## config.mk

```make
export PLATFORM = sky130hd
export DESIGN_NAME = hall_speed_counter_mc
export DESIGN_NICKNAME = d
export VERILOG_FILES = /design/src/rtl/hall_counter_pkg.sv /design/src/rtl/hall_channel.sv /design/src/rtl/hall_speed_counter_mc.sv
export SDC_FILE = /design/constraint.sdc
export NUM_CORES = 1
export LEC_CHECK = 0
export BUFFER_PORTS_ARGS = -buffer_cell sky130_fd_sc_hd__clkbuf_2
export CAP_MARGIN = 10
export CORE_MARGIN = 2
export CORE_UTILIZATION = 35
export CTS_CLUSTER_DIAMETER = 120
export DETAILED_ROUTE_END_ITERATION = 7
export GPL_TIMING_DRIVEN = 0
export MAX_ROUTING_LAYER = met4
export SLEW_MARGIN = 0
export SYNTH_ARGS = -nofsm -noshare
export SYNTH_HDL_FRONTEND = slang
export SYNTH_SLANG_ARGS = --single-unit
```

## constraint.sdc

```tcl
create_clock -name clk -period 2.3 [get_ports clk]
set_input_delay 0.115 -clock clk [delete_from_list [all_inputs] [get_ports clk]]
set_output_delay 0.115 -clock clk [all_outputs]
set_load 0.02 [all_outputs]
```

## src/rtl/hall_counter_pkg.sv

```systemverilog
// Shared register offsets, bit positions and period-state encoding for the
// multi-channel hall speed counter.
package hall_counter_pkg;

    localparam logic [1:0] REG_COUNT  = 2'd0;
    localparam logic [1:0] REG_PERIOD = 2'd1;
    localparam logic [1:0] REG_CTRL   = 2'd2;
    localparam logic [1:0] REG_STATUS = 2'd3;

    localparam int unsigned CTRL_EN     = 0;
    localparam int unsigned CTRL_CLR    = 1;
    localparam int unsigned CTRL_IRQ_EN = 2;

    localparam int unsigned ST_STALL = 0;
    localparam int unsigned ST_OVF   = 1;
    localparam int unsigned ST_VALID = 2;

    typedef enum logic {
        IDLE = 1'b0,
        RUN  = 1'b1
    } period_state_e;

endpackage

```

## src/rtl/hall_channel.sv

```systemverilog
// One hall input: synchroniser, debounce, rising-edge counter, period
// measurement FSM and per-channel CTRL/STATUS bits with register readback.
module hall_channel
    import hall_counter_pkg::*;
#(
    parameter int unsigned CNT_W        = 32,
    parameter int unsigned PERIOD_W     = 24,
    parameter int unsigned DEBOUNCE_CYC = 16
) (
    input  logic        clk,
    input  logic        reset_n,
    input  logic        hall_in,
    input  logic        ctrl_we,
    input  logic        status_we,
    input  logic [2:0]  wr_bits,
    input  logic [1:0]  reg_sel,
    output logic [31:0] rdata,
    output logic        irq
);

    localparam int unsigned DW = $clog2(DEBOUNCE_CYC + 1);
    localparam logic [DW-1:0]       DEB_LAST = DW'(DEBOUNCE_CYC - 1);
    localparam logic [PERIOD_W-1:0] P_SAT    = '1;
    localparam logic [PERIOD_W-1:0] P_PRE    = P_SAT - 1'b1;
    localparam logic [PERIOD_W-1:0] P_ONE    = PERIOD_W'(1);

    logic [1:0]          sync;
    logic                filt;
    logic [DW-1:0]       deb_cnt;
    logic                edge_q;
    logic [CNT_W-1:0]    count;
    logic [PERIOD_W-1:0] period;
    logic [PERIOD_W-1:0] pcnt;
    period_state_e       state;
    logic                en;
    logic                irq_en;
    logic                stall;
    logic                ovf;
    logic                valid;
    logic                clr;

    assign clr = ctrl_we & wr_bits[CTRL_CLR];

    always_ff @(posedge clk or negedge reset_n) begin
        if (!reset_n) begin
            sync    <= '0;
            filt    <= 1'b0;
            deb_cnt <= '0;
            edge_q  <= 1'b0;
            count   <= '0;
            period  <= '0;
            pcnt    <= '0;
            state   <= IDLE;
            en      <= 1'b0;
            irq_en  <= 1'b0;
            stall   <= 1'b0;
            ovf     <= 1'b0;
            valid   <= 1'b0;
        end else begin
            sync   <= {sync[0], hall_in};
            edge_q <= 1'b0;
            if (sync[1] != filt) begin
                if (deb_cnt == DEB_LAST) begin
                    filt    <= sync[1];
                    deb_cnt <= '0;
                    edge_q  <= sync[1];
                end else begin
                    deb_cnt <= deb_cnt + 1'b1;
                end
            end else begin
                deb_cnt <= '0;
            end

            if (ctrl_we) begin
                en     <= wr_bits[CTRL_EN];
                irq_en <= wr_bits[CTRL_IRQ_EN];
            end

            // W1C first so that any set later in this block takes priority
            if (status_we) begin
                if (wr_bits[ST_STALL]) stall <= 1'b0;
                if (wr_bits[ST_OVF])   ovf   <= 1'b0;
                if (wr_bits[ST_VALID]) valid <= 1'b0;
            end

            if (clr) begin
                count  <= '0;
                period <= '0;
                pcnt   <= '0;
                valid  <= 1'b0;
                state  <= IDLE;
            end else if (!en) begin
                pcnt  <= '0;
                state <= IDLE;
            end else begin
                if (edge_q) begin
                    count <= count + 1'b1;
                    if (&count) ovf <= 1'b1;
                end
                unique case (state)
                    IDLE: begin
                        if (edge_q) begin
                            state <= RUN;
                            pcnt  <= P_ONE;
                            valid <= 1'b0;
                        end
                    end
                    RUN: begin
                        if (edge_q) begin
                            period <= pcnt;
                            pcnt   <= P_ONE;
                            valid  <= 1'b1;
                            stall  <= 1'b0;
                        end else if (pcnt != P_SAT) begin
                            pcnt <= pcnt + 1'b1;
                            if (pcnt == P_PRE) stall <= 1'b1;
                        end
                    end
                endcase
            end
        end
    end

    always_comb begin
        rdata = '0;
        unique case (reg_sel)
            REG_COUNT:  rdata[CNT_W-1:0]    = count;
            REG_PERIOD: rdata[PERIOD_W-1:0] = period;
            REG_CTRL: begin
                rdata[CTRL_EN]     = en;
                rdata[CTRL_IRQ_EN] = irq_en;
            end
            REG_STATUS: begin
                rdata[ST_STALL] = stall;
                rdata[ST_OVF]   = ovf;
                rdata[ST_VALID] = valid;
            end
        endcase
    end

    assign irq = irq_en & (stall | ovf | valid);

endmodule

```

## src/rtl/hall_speed_counter_mc.sv

```systemverilog
// Multi-channel hall speed counter: Avalon-MM decode, registered read mux and
// combined interrupt over NUM_CH hall_channel instances.
module hall_speed_counter_mc
    import hall_counter_pkg::*;
#(
    parameter int unsigned NUM_CH       = 4,
    parameter int unsigned CNT_W        = 32,
    parameter int unsigned PERIOD_W     = 24,
    parameter int unsigned DEBOUNCE_CYC = 16
) (
    input  logic                         clk,
    input  logic                         reset_n,
    input  logic [NUM_CH-1:0]            hall_in,
    input  logic [$clog2(NUM_CH)+1:0]    avs_address,
    input  logic                         avs_read,
    input  logic                         avs_write,
    input  logic [31:0]                  avs_writedata,
    output logic [31:0]                  avs_readdata,
    output logic                         irq
);

    logic [1:0]        reg_sel;
    int unsigned       ch_idx;
    logic [NUM_CH-1:0] ctrl_we;
    logic [NUM_CH-1:0] status_we;
    logic [NUM_CH-1:0] irq_ch;
    logic [31:0]       rdata_ch [NUM_CH];
    logic [31:0]       rd_mux;
    logic              unused_wdata;

    assign reg_sel      = avs_address[1:0];
    assign ch_idx       = 32'(avs_address >> 2);
    assign unused_wdata = ^avs_writedata[31:3];

    // Only implemented channel indices ever match, so out-of-range accesses
    // write nothing and read back zero.
    always_comb begin
        ctrl_we   = '0;
        status_we = '0;
        rd_mux    = '0;
        for (int unsigned i = 0; i < NUM_CH; i++) begin
            if (ch_idx == i) begin
                ctrl_we[i]   = avs_write && (reg_sel == REG_CTRL);
                status_we[i] = avs_write && (reg_sel == REG_STATUS);
                rd_mux       = rdata_ch[i];
            end
        end
    end

    for (genvar g = 0; g < NUM_CH; g++) begin : g_ch
        hall_channel #(
            .CNT_W        (CNT_W),
            .PERIOD_W     (PERIOD_W),
            .DEBOUNCE_CYC (DEBOUNCE_CYC)
        ) u_ch (
            .clk       (clk),
            .reset_n   (reset_n),
            .hall_in   (hall_in[g]),
            .ctrl_we   (ctrl_we[g]),
            .status_we (status_we[g]),
            .wr_bits   (avs_writedata[2:0]),
            .reg_sel   (reg_sel),
            .rdata     (rdata_ch[g]),
            .irq       (irq_ch[g])
        );
    end

    always_ff @(posedge clk or negedge reset_n) begin
        if (!reset_n) begin
            avs_readdata <= '0;
        end else if (avs_read) begin
            avs_readdata <= rd_mux;
        end
    end

    assign irq = |irq_ch;

endmodule

```

==> results of run 1 <==
## critical path, stage by stage, from the launching register on
cell,delay (ns)
dfrtp_1,0.36
buf_2,0.23
nand4_1,0.24
nor4_4,0.51
nand2_1,0.22
or4_1,0.44
a21oi_1,0.15
## cell usage in the layout, fill, tap and decap left out, types with 30 or more instances in the layout
master and n:
a22o_1 72, and3_1 30, xnor2_1 68, clkbuf_16 50, o21ai_0 74, clkbuf_2 50, clkbuf_1 83, a21oi_1 124
inv_1 41, nor3_1 31, or3_1 47, nand4_1 67, xor2_1 83, dfrtp_1 409, nor2_1 248, nand3_1 102
nand2_1 153, mux2i_1 64
## state kept, by name (all words and copies together) (netlist names)
register,count
g_ch.u_ch.irq_en,4
g_ch.u_ch.count,128
g_ch.u_ch.edge_q,4
g_ch.u_ch.ovf,4
g_ch.u_ch.period,96
g_ch.u_ch.sync,8
g_ch.u_ch.filt,4
g_ch.u_ch.deb_cnt,20
g_ch.u_ch.en,4
avs_readdata,32
g_ch.u_ch.valid,4
g_ch.u_ch.pcnt,96
g_ch.u_ch.stall,4
g_ch.u_ch.state,4
## cell families (layout without fill, tap and decap cells)
logic type,Yosys count,in the layout,synth area share
muxes,98,98,0.0586
other,0,2,0
xor gates and xnor gates,151,151,0.0632
and+or+nand+nor,844,844,0.211
AOI/OAI and AO/OA,420,420,0.134
adders and majority gates,16,16,0.00956
buffers and inverters,158,310,0.0313
DFF,412,412,0.492
## synthesized netlist by cell type (16+ instances only)
cell type	instances	area [sq um]
and3_1	30	188
a21oi_1	124	621
dfrtp_1	412	10300
mux2i_1	64	641
and2_1	20	125
or4_1	28	210
mux2_2	16	180
inv_1	41	154
or3_1	47	294
nand4_1	67	419
o22ai_1	16	100
buf_2	25	125
nand3_1	104	521
nor2_1	249	935
nand2_1	153	574
a22o_1	72	631
nor3_1	32	160
clkbuf_1	77	289
o31ai_1	24	180
o211ai_1	19	143
ha_1	16	200
nor4_1	21	131
xor2_1	83	727
xnor2_1	68	596
and4_1	29	254
o21ai_0	74	370
mux4_2	18	405
a31oi_1	22	138
## worst paths after layout
kind	cells past startpoint	endpoint	start
worst min-delay path	3	avs_readdata[0]	avs_read
min in group asynchronous	3	g_ch[0].u_ch.sync[0]	reset_n
worst max-delay path	6	g_ch[3].u_ch.count[30]	g_ch[3].u_ch.edge_q
max in group asynchronous	7	g_ch[3].u_ch.count[30]	reset_n
worst max register to register	6	g_ch[3].u_ch.count[30]	g_ch[3].u_ch.edge_q
worst min register to register	0	g_ch[1].u_ch.sync[1]	g_ch[1].u_ch.sync[0]
## power groups by stage
stage,clock network [mW],logic [mW],registers [mW]
finish,7.42,2.01,8.50
global route,7.88,2.23,8.57
CTS,7.59,1.99,8.48
detailed placement,0,1.96,8.60
global placement,0,1.90,8.58
floorplan,0,1.22,8.44
## metrics by stage
step / setup WS [ns] / cell area (sq um)
floorplan: 0.406 / 20900
global placement: -8.28 / 22100
detailed placement: -0.542 / 22200
CTS: 0.0295 / 23900
global route: -0.0900 / 24100
finish: 0.0787 / 24100
## what timing repair did
action / 4_1_cts / 5_1_grt
gates resized for setup: 6 / 27
endpoints found under the hold margin: 111 / 0
pin swaps: 1 / 7
buffers inserted: 1 / 9
gates cloned: 0 / 2
setup endpoints to repair: 21 / 210
hold buffers: 10 / 0
## routing by layer
layer,routed length [microns],part of all wire,up-vias
li1,-,-,7920
met1,28000,0.44,8570
met2,28800,0.45,606
met3,4340,0.068,139
met4,2370,0.037,0
met5,0,0,-
## cell type report
cell class                 count  area, sq um
antenna                        2         5.00
inverter                      41          154
sequential                   412        10300
tap                          773          967
timing repair buffer          71          587
clock buffer                  68         1370
multi-input combinational   1529        10100
clock inverter                13          141
buffer                       117          513
fill                        5684        35000
==> out/qor.csv, run 1 <==
stage;metric;value;unit
status;run status;complete, but fails checks;
status;failing checks;DRC;
grt;met3 Use GR;0.0403;
critical_path;worst reg2reg setup slack;0.08;ns
floorplan;initial core utilization;0.354;
grt;met1 Use GR;0.280;
synth;ys flop type;dfrtp_1;
pwr;sequential share of power;0.474;
finish;# nets final;2280;
timing;final period utilization;0.966;
pwr;Clock power frac;0.414;
floorplan;FP Rows;89;
grt;gr ovfl total;0;
route;Vias;17235;
place;IO Port Bufs;45;
route;DRC viols;9;
clock_network;Inserted Clock Buffers;48;
pwr;Power Density;743;nW/um^2
clock_network;Clk Latency, worst-skew pair;0.60;ns
timing;Worst Hold Margin;0.0491;ns
route;wire length per cell;21.0;microns
floorplan;Core ar.;59100;sq um
critical_path;Worst setup SP type;flip-flop;
floorplan;DIE WIDTH;249;microns
place;Cells after DPL;2921;
finish;Area growth syn-to-layout;15.3;%
floorplan;die area;61800;sq um
route;ANT nets after route;0;
synth;cells after synthesis;2099;
grt;global routing's busiest layer;met2;
timing;# setup viols final;0;
pwr;net switching power;5.02;mW
clock_network;Clock transition at path regs;0.06;ns
floorplan;num ports;77;
synth;number of synthesized flops with an enable pin;0;
pwr;Net Sw Frac;0.280;
grt;GR Util All Layers;0.209;
hold_path;Tightest Hold Check Type;input pin to flip-flop;
place;GPL Wtd Cong;0.942;
timing;Clock Skews;0.0331;ns
route;DRT Pass-1 Iters;8;
timing;fmax;0.450;GHz
timing;unrepaired setup endpoints after global routing;yes;
pwr;Static Leak;10.0;nW
pwr;Tot Pwr;17.9;mW
pwr;maximum vdd drop;0.513;mV
synth;sequential element share of the synthesized area;0.492;
clock_network;Max clock buf depth;3;
finish;Post-Layout Cell Count;3026;
finish;Layout Utilization;0.408;
grt;first-pass GRT wire length;99000;microns
synth;Netlist cell types;75;
synth;Synth Area per Inst;9.98;sq um
critical_path;crit path DAT;2.72;ns
clock_network;H-tree depth;2;
grt;vias in the first global route;16696;
timing;Hold Vio Cnt, Final;0;
grt;initial antenna violation count;2;
timing;Slew headroom;0.372;
synth;async set-reset flop share out of synthesis;1.00;
critical_path;CP Data Required Time;2.80;ns
grt;largest net degree at the start of global routing;108;
timing;Final min period;2.22;ns
place;Post-DP HPWL;46700;microns
critical_path;CP max FO;10;
timing;Slew @ Worst Pin;0.934;ns
clock_network;CTS tree;yes;
synth;synthesized flop and latch total;412;
synth;Mapped Nets;2159;
pwr;Cell Int Power;12.9;mW
finish;share of post-route cells with drive strength above 1;0.114;
run;Max Cap Viol;0;
pwr;Logic pwr share;0.112;
route;detailed-route wire length;63500;microns
critical_path;Worst Setup End Kind;flip-flop;
clock_network;CTS Sinks;412;
synth;mapped cell area;20900;sq um
synth;yosys warns;0;
route;DRT iter0 DRCs;1581;
route;via/cell ratio;5.70;
timing;TNS Setup;0;ns
grt;met2 usage;0.315;
timing;max-slew violation count;0;
critical_path;critical path type;flip-flop to flip-flop;
clock_network;Root Buffer;clkbuf_16;
floorplan;Die H;249;microns
(Power assumes the default switching activity.)
==> run 2: changes to the inputs <==
--- a/config.mk
+++ b/config.mk
@@ -13,6 +13,7 @@
 export DETAILED_ROUTE_END_ITERATION = 7
 export GPL_TIMING_DRIVEN = 0
 export MAX_ROUTING_LAYER = met4
+export REMOVE_ABC_BUFFERS = 1
 export SLEW_MARGIN = 0
 export SYNTH_ARGS = -nofsm -noshare
 export SYNTH_HDL_FRONTEND = slang
==> run 2 against run 1 <==
The run still ends with DRC left. Combinational power shrank 3%. Non-clock buffer count shrank 93. Die area is the same. Largest cell class unchanged. Count of clock-buffer cells in the layout shrank 10. Largest power group unchanged. Worst setup slack lost 0.042 ns.
==> out/qor.csv, run 2 (synthesized netlist as in run 1, its figures left out) <==
stage;metric;value;unit;change
clock_network;Max clock buf depth;3;;unchanged
grt;largest net degree at the start of global routing;107;;-0.93%
place;Post-DP HPWL;41800;microns;-11%
timing;max-slew violation count;0;;unchanged
clock_network;CTS tree;yes;;
place;IO Port Bufs;47;;+4.4%
clock_network;CTS Sinks;412;;unchanged
place;Cells after DPL;2824;;-3.3%
timing;fmax;0.442;GHz;-1.8%
grt;GR Util All Layers;0.195;;-0.0140
route;ANT nets after route;0;;unchanged
finish;most frequent cells in the layout;dfrtp_1, nor2_1, nand2_1, a21oi_1, nand3_1;;
critical_path;Worst Setup End Kind;output pin;;
critical_path;Worst setup SP type;flip-flop;;
pwr;Power Density;759;nW/um^2;+2.2%
floorplan;DIE WIDTH;249;microns;unchanged
route;met2 wire len;26800;microns;-6.9%
critical_path;critical path type;flip-flop to output pin;;
floorplan;Core ar.;59100;sq um;unchanged
status;failing checks;DRC;;
finish;most common cell after layout, fill and taps aside;dfrtp_1;;
finish;share of post-route cells with drive strength above 1;0.119;;+0.00520
route;detailed-route wire length;59000;microns;-7.0%
route;routed wl met3;3890;microns;-10%
route;DRT Pass-1 Iters;7;;-1
timing;Slew @ Worst Pin;1.28;ns;+0.343 ns
route;DRT iter0 DRCs;1551;;-1.9%
finish;# nets final;2187;;-4.1%
timing;Slew headroom;0.146;;-0.227
floorplan;Die H;249;microns;unchanged
floorplan;initial core utilization;0.354;;unchanged
critical_path;CP Data Required Time;2.18;ns;-0.62 ns
timing;Hold Vio Cnt, Final;0;;unchanged
timing;unrepaired setup endpoints after global routing;yes;;
route;Vias;16845;;-2.3%
place;GPL Wtd Cong;0.901;;-4.4%
timing;Clock Skews;0.0321;ns;-0.000955 ns
clock_network;Clk Latency, worst-skew pair;0.60;ns;about the same
pwr;Static Leak;9.98;nW;-0.28%
finish;Largest Register;g_ch.u_ch.count;;
route;via/cell ratio;5.74;;+0.70%
finish;Area growth syn-to-layout;14.7;%;
route;DRC viols;7;;-2
critical_path;CP max FO;3;;-7
finish;Post-Layout Cell Count;2937;;-2.9%
route;met1 WL;25900;microns;-7.5%
timing;Final Worst Setup Slack;0.0372;ns;-0.0415 ns
hold_path;Tightest Hold Check Type;input pin to flip-flop;;
place;pre-CTS WS;-1.01;ns;-0.467 ns
floorplan;FP Rows;89;;unchanged
grt;first-pass GRT wire length;93700;microns;-5.3%
route;Top Layer Used;met4;;
clock_network;H-tree depth;2;;unchanged
timing;Final min period;2.26;ns;+0.0415 ns
timing;Worst Hold Margin;0.153;ns;+0.104 ns
grt;gr ovfl total;0;;unchanged
pwr;maximum vdd drop;0.480;mV;-6.4%
floorplan;num ports;77;;unchanged
timing;# setup viols final;0;;unchanged
critical_path;crit path DAT;2.15;ns;-0.57 ns
route;wire length per cell;20.1;microns;-4.2%
finish;largest registers;g_ch.u_ch.count x128, g_ch.u_ch.pcnt x96, g_ch.u_ch.period x96;;
run;Max Cap Viol;0;;unchanged
clock_network;Clock transition at path regs;0.06;ns;about the same
status;run status;complete, but fails checks;;
grt;vias in the first global route;16221;;-2.8%
grt;initial antenna violation count;2;;unchanged
finish;Fill cells;5631;;-0.93%
floorplan;die area;61800;sq um;unchanged
finish;max reg flops;128;;unchanged
clock_network;Inserted Clock Buffers;46;;-4.2%
timing;final period utilization;0.984;;+0.0181
clock_network;Root Buffer;clkbuf_16;;
-- run 2: cell count changes in the layout (fill, tap and decap cells not counted), moves of 6 or more --
| cell | delta |
|---|---|
| buf_1 | -8 |
| buf_2 | -23 |
| buf_4 | +9 |
| clkbuf_1 | -78 |
| clkbuf_2 | -8 |
| clkinv_2 | +6 |
-- run 2: critical path, cell delays in order, from the launching register on --
cell and delay (ns):
dfrtp_1 0.41, o31ai_1 0.51, nand4_1 0.38, clkbuf_2 0.26
-- run 2: cell type report --
type	count	area (sq um)	share of cell area
sequential	412	10300	0.429
antenna	3	7.51	0.000313
timing repair buffer	95	825	0.0343
inverter	41	154	0.00641
multi-input combinational	1531	10200	0.423
clock inverter	24	307	0.0128
clock buffer	58	1280	0.0532
tap	773	967	0.0403
-- run 2: per-layer routing --
metal	vias up	track usage
met2	576	0.293
met4	0	0.0812
met3	115	0.0317
met1	8420	0.263
met5	-	-
li1	7734	-
-- run 2: where the power goes --
group          switching (mW)  internal (mW)
Combinational            1.20          0.746
Clock                    3.14           4.62
Sequential              0.734           7.80
-- run 2: repair_timing --
action,in CTS,in global routing
hold buffers,9,0
gates resized for setup,14,14
gates cloned,0,2
setup buffers,5,11
endpoints found under the setup margin,150,98
pin swaps,3,9
hold endpoints to repair,102,0
-- run 2: worst paths after layout --
kind	start	endpoint	slack, ns	depth (start not counted)
setup / recovery	g_ch[1].u_ch.valid	irq	0.04	3
max in group asynchronous	reset_n	g_ch[2].u_ch.pcnt[23]	0.57	5
hold / removal	avs_address[0]	avs_readdata[17]	0.15	4
setup reg to reg	g_ch[1].u_ch.edge_q	g_ch[1].u_ch.count[6]	0.06	5
min in group asynchronous	reset_n	g_ch[1].u_ch.deb_cnt[4]	0.16	2
hold reg to reg	g_ch[0].u_ch.sync[0]	g_ch[0].u_ch.sync[1]	0.35	0
-- run 2: through the flow --
step | TNS [ns] | utilization | power [mW] | area, sq um
global placement | -4301.98 | 0.366 | 10.4 | 21600
CTS | 0 | 0.402 | 18.4 | 23800
floorplan | -104.54 | - | 9.56 | 20400
global route | -0.263 | 0.406 | 19.0 | 24000
detailed placement | -163.24 | 0.372 | 10.6 | 22000
finish | 0 | 0.406 | 18.2 | 24000
